==> config.mk <==
export PLATFORM = sky130hd
export DESIGN_NAME = note_sequencer
export DESIGN_NICKNAME = d
export VERILOG_FILES = /design/src/rtl/note_sequencer.sv
export SDC_FILE = /design/constraint.sdc
export NUM_CORES = 1
export LEC_CHECK = 0
export ABC_AREA = 1
export BUFFER_PORTS_ARGS = -buffer_cell sky130_fd_sc_hd__buf_2
export CORE_MARGIN = 2
export CORE_UTILIZATION = 53
export CTS_BUF_LIST = sky130_fd_sc_hd__clkbuf_4
export DETAILED_ROUTE_END_ITERATION = 10
export PLACE_DENSITY = 0.72
export SYNTH_ARGS = -nofsm -noshare
export SYNTH_HDL_FRONTEND = slang
export SYNTH_SLANG_ARGS = --single-unit
==> constraint.sdc <==
create_clock -name clk -period 3.7 [get_ports clk]
set_clock_uncertainty 0.2 [all_clocks]
set_input_delay 0.74 -clock clk [delete_from_list [all_inputs] [get_ports clk]]
set_output_delay 0.74 -clock clk [all_outputs]
set_load 0.01 [all_outputs]
==> src/rtl/note_sequencer.sv <==
// note_sequencer: records up to DEPTH note/octave entries and plays them back as a frequency in Hz.
// Define NOTE_SEQ_LOOP_EN to let the loop input wrap playback to slot 0 after the last note.
module note_sequencer #(
    parameter int DEPTH          = 16,
    parameter int TICKS_PER_NOTE = 25000000,
    parameter int FREQ_W         = 32
) (
    input  logic                      clk,
    input  logic                      reset,
    input  logic [3:0]                note_data,
    input  logic [1:0]                octave_data,
    input  logic                      rec_stb,
    input  logic                      clear,
    input  logic                      play_start,
    input  logic                      stop,
    input  logic                      loop,
    output logic [FREQ_W-1:0]         freq_out,
    output logic                      playing,
    output logic [$clog2(DEPTH)-1:0]  note_idx,
    output logic [$clog2(DEPTH):0]    count,
    output logic                      full
);
    localparam int AW = $clog2(DEPTH);
    localparam int TW = $clog2(TICKS_PER_NOTE);
    localparam logic [TW-1:0] LAST_TICK = TW'(TICKS_PER_NOTE - 1);
    localparam logic [AW:0]   FULL_CNT  = (AW+1)'(DEPTH);

    typedef enum logic {IDLE, PLAY} state_t;

    state_t              r_state, w_state_n;
    logic [5:0]          r_slot [DEPTH];
    logic [AW:0]         r_count, w_count_n;
    logic [AW-1:0]       r_idx, w_idx_n, w_idx_inc;
    logic [TW-1:0]       r_tick, w_tick_n;
    logic [FREQ_W-1:0]   r_freq, w_freq_n;
    logic                r_full, w_full_n;
    logic                w_we, w_last, w_wrap;

    function automatic logic [FREQ_W-1:0] note_freq(input logic [5:0] e);
        logic [8:0] b;
        case (e[3:0])
            4'd0:    b = 9'd131;
            4'd1:    b = 9'd139;
            4'd2:    b = 9'd147;
            4'd3:    b = 9'd156;
            4'd4:    b = 9'd165;
            4'd5:    b = 9'd175;
            4'd6:    b = 9'd185;
            4'd7:    b = 9'd196;
            4'd8:    b = 9'd208;
            4'd9:    b = 9'd220;
            4'd10:   b = 9'd233;
            4'd11:   b = 9'd247;
            default: b = 9'd0;
        endcase
        return FREQ_W'(b) << e[5:4];
    endfunction

`ifdef NOTE_SEQ_LOOP_EN
    assign w_wrap = loop;
`else
    assign w_wrap = loop & 1'b0;
`endif

    assign w_idx_inc = r_idx + AW'(1);
    assign w_last    = {1'b0, r_idx} == r_count - (AW+1)'(1);
    assign w_full_n  = w_count_n == FULL_CNT;

    always_comb begin
        w_state_n = r_state;
        w_count_n = r_count;
        w_idx_n   = r_idx;
        w_tick_n  = r_tick;
        w_freq_n  = r_freq;
        w_we      = 1'b0;
        if (r_state == IDLE) begin
            if (clear) begin
                w_count_n = '0;
            end else if (rec_stb && !r_full) begin
                w_we      = 1'b1;
                w_count_n = r_count + (AW+1)'(1);
            end
            // clear in the same cycle would empty the sequence we are about to play
            if (play_start && !stop && !clear && r_count != '0) begin
                w_state_n = PLAY;
                w_idx_n   = '0;
                w_tick_n  = '0;
                w_freq_n  = note_freq(r_slot[0]);
            end
        end else if (stop) begin
            w_state_n = IDLE;
            w_idx_n   = '0;
            w_tick_n  = '0;
            w_freq_n  = '0;
        end else if (r_tick != LAST_TICK) begin
            w_tick_n = r_tick + TW'(1);
        end else begin
            w_tick_n = '0;
            if (!w_last) begin
                w_idx_n  = w_idx_inc;
                w_freq_n = note_freq(r_slot[w_idx_inc]);
            end else if (w_wrap) begin
                w_idx_n  = '0;
                w_freq_n = note_freq(r_slot[0]);
            end else begin
                w_state_n = IDLE;
                w_idx_n   = '0;
                w_freq_n  = '0;
            end
        end
    end

    always_ff @(posedge clk or negedge reset) begin
        if (!reset) begin
            r_state <= IDLE;
            r_count <= '0;
            r_idx   <= '0;
            r_tick  <= '0;
            r_freq  <= '0;
            r_full  <= 1'b0;
        end else begin
            r_state <= w_state_n;
            r_count <= w_count_n;
            r_idx   <= w_idx_n;
            r_tick  <= w_tick_n;
            r_freq  <= w_freq_n;
            r_full  <= w_full_n;
        end
    end

    always_ff @(posedge clk) begin
        if (w_we) r_slot[r_count[AW-1:0]] <= {octave_data, note_data};
    end

    assign freq_out = r_freq;
    assign playing  = r_state == PLAY;
    assign note_idx = r_idx;
    assign count    = r_count;
    assign full     = r_full;
endmodule

==> impl_metrics.yaml <==
yosys:
  synth.area.top_cells: "edfxtp_1 39%, dfrtp_1 16%, nand2_1 9.1%"
  ys_seq_area_frac: 0.5459
  synthCells: 841
  yosysWarnings: 0
  postSynthAreaPerCell_um2: 8.840
  synth-async-reset-ratio: 0.3287
  synth_edf_count: 96
  ys_seq_elements: 143
  yosys.area.top_type: "edfxtp_1"
  netlist-cell-type-count: 44
  synth_top_area_frac: 0.3877
  synth_commonest_cells: "181 x nand2_1, 102 x nor2_1, 96 x edfxtp_1, 96 x inv_1, 86 x nand3_1"
  yosys.cell_count.top_type: "nand2_1"
  ys.flop_type: "edfxtp_1"
  synth.cell_area_um2: 7435
min_path:
  worst_hold_path_type: "flop to flop"
  hp-start: "r_tick[24]"
global_route:
  grt_pass1_vias: 5270
  grt_pass1_wl_mm: 26.02
  grt_max_degree: 33
  grt_overflow: 0
  grt_usage: 0.2284
  antenna_found_initial: 1
route:
  dr.pass1.iters: 7
  wirelength_mm: 16.16
  routedWlPerCell_um: 14.97
  drt_iter0_drc: 519
  vias_per_cell: 5.334
  vias: 5755
  drc: 0
  antenna_left: 0
worst_setup_path:
  reg2reg_to: "freq_out[5]"
  cp_top_family: "simple AND/OR/NAND/NOR gates"
  cp_slowest_cell: "ha_1"
  cpMostUsedCell: "nand3_1"
  startpoint: "note_idx[1]"
  worst_setup_path_start_kind: "flop"
  cp.arrival_ps: 3440
  setup.worst_path.class: "flop to flop"
  cp.depth: 17
  crit_path_cell_trace: "ha_1 -> buf_4 -> nand3_1 -> nand3_1 -> nand3_1 -> nand2_1 -> inv_2 -> ha_1 -> inv_1 -> nand2_1 -> nand3_1 -> nand2_1 -> nand2_1 -> nand3_1 -> nand3_1 -> nand2_1 -> inv_1"
  cp-endpoint: "freq_out[5]"
  worstReg2RegStart: "note_idx[1]"
  slowest_delay_ps: 500
  crit_buf_inv: 4
  r2r_slack_ps: 580
  crit_path_end_kind: "flop"
  path_max_fanout: 25
  cp_data_required_time_ps: 4010
  reg2reg_depth: 17
layout:
  area_growth_pct: 8.297
  regArea_um2: 4060
  multi_input_area_um2: 2764
  drive_gt1_frac: 0.1225
  fill_cells: 1229
  fin_area_um2: 8051
  final_nets: 911
timing:
  period_share: 0.8445
  worst_slew_pin_slew_ps: 887.3
  slew_viol_final: 0
  setup_viol: 0
  tns_ps: 0
  hold_viol_final: 0
  rsz0062_at_grt: "no"
  maxSlewHeadroom: 0.4039
  fin_crit_ps: 3125
  fmax_mhz: 320.0
clocking:
  cts_buffers: 17
  clkLatencyLatePin_ps: 570
  ctsRootBufferMaster: "clkbuf_4"
  htree_levels: 4
  clk_pin_slew_ps: 120
  cts_tree: "done"
  cts_sinks: 143
  max-clock-path-buffers: 2
  postCtsSetupRepairBufs: 0
floorplan:
  coreArea_um2: 13770
  die_h_um: 122.4
  start_util: 0.5398
  die_width_um: 122.4
  rows: 43
  boundaryPins: 56
  die_area_um2: 14990
placed_design:
  io_buffers: 33
  dpl_cell_area_um2: 7729
  gp_congestion: 0.8771
  hpwl_mm: 11.10
power:
  switching_share: 0.4251
  total_power_uw: 5336
  seqPwrFrac: 0.364
  p_switching_uw: 2268
  ir_worst_vdd_mv: 0.3815
  p_per_area_nw_per_um2: 662.7
  p_clk_frac: 0.201
  p_leak_uw: 0.003397
  p_int_uw: 3068
  pwr-share-comb: 0.434
outcome:
  status: "finished clean"
job:
  maxCapViolations: 0
worst register-to-register path, delay by kind of cell, from the launching register on:
| kind | cells | cell delay, ps |
|---|---|---|
| fa+ha+maj | 2 | 690 |
| buf+inv | 4 | 560 |
| flops | 1 | 470 |
| simple gates | 11 | 1150 |
cells in the final DEF, fill, tap and decap left out, drive strengths merged, types with 7 or more instances in the layout:
master,netlist,routed
nand2,184,184
inv,105,107
nor2,103,103
edfxtp,96,96
nand3,89,89
buf,35,49
dfrtp,47,47
o21ai,34,34
a21oi,33,33
nor3,32,32
conb,1,21
clkbuf,10,20
ha,13,13
o211ai,11,11
nand4,9,9
a31oi,7,7
cell type report:
class | count | area share
multi-input combinational | 568 | 0.3433
clock buffer | 20 | 0.01865
antenna | 1 | 0.0003108
inverter | 105 | 0.04895
tap | 180 | 0.02797
clock inverter | 12 | 0.01989
sequential | 143 | 0.5043
timing repair buffer | 50 | 0.03667
power groups by stage:
stage / clock, µW / combinational, µW / sequential (µW)
3_3_place_gp: 0 / 2270 / 1980
6_report: 1070 / 2320 / 1940
3_5_place_dp: 0 / 2310 / 1980
5_1_grt: 1150 / 2620 / 1970
4_1_cts: 1090 / 2320 / 1950
2_1_floorplan: 0 / 1740 / 2000
kinds of logic after synthesis:
family	share of synthesized area
buffers and inverters	0.09239
other	0.0005044
AOI/OAI and AO/OA	0.07910
and+or+nand+nor	0.2489
DFF	0.5459
adders and majority gates	0.02188
xor gates and xnor gates	0.01128
timing repair:
| action | in CTS | in global routing |
|---|---|---|
| gates resized for setup | 0 | 0 |
| hold buffers | 1 | 0 |
| endpoints found under the hold margin | 23 | 0 |
per-layer routing:
metal | GRT usage | share of wire | vias to the layer above
met4 | 0.07184 | 0.010 | 0
met1 | 0.3193 | 0.46 | 2707
met5 | 0 | 0 | -
met3 | 0.04740 | 0.060 | 17
li1 | - | - | 2862
met2 | 0.3608 | 0.47 | 169
worst min path at each step:
stage	end	cells past startpoint
after floorplan	r_tick[21]	1
after global placement	r_tick[24]	1
after detailed placement	r_tick[24]	1
after CTS	playing	3
after global routing	playing	3
final	r_tick[24]	1
state kept, by name, indices dropped and copies added (netlist names):
register and flops:
full 1, freq_out 11, note_idx 4, playing 1, r_tick 25, r_slot 96
count 5
per-stage QoR:
step / utilization / hold slack (ps) / setup WS, ps / cells
CTS: 0.5844 / 247.7 / 567.4 / 1078
global placement: 0.5611 / 247.8 / 618.1 / 1045
finish: 0.5846 / 260.9 / 575.4 / 1079
global route: 0.5846 / 261.2 / 305.0 / 1079
floorplan: - / 233.3 / 1023 / 861
detailed placement: 0.5611 / 250.6 / 572.8 / 1045
Note: power is estimated with default switching activity, not from simulation.
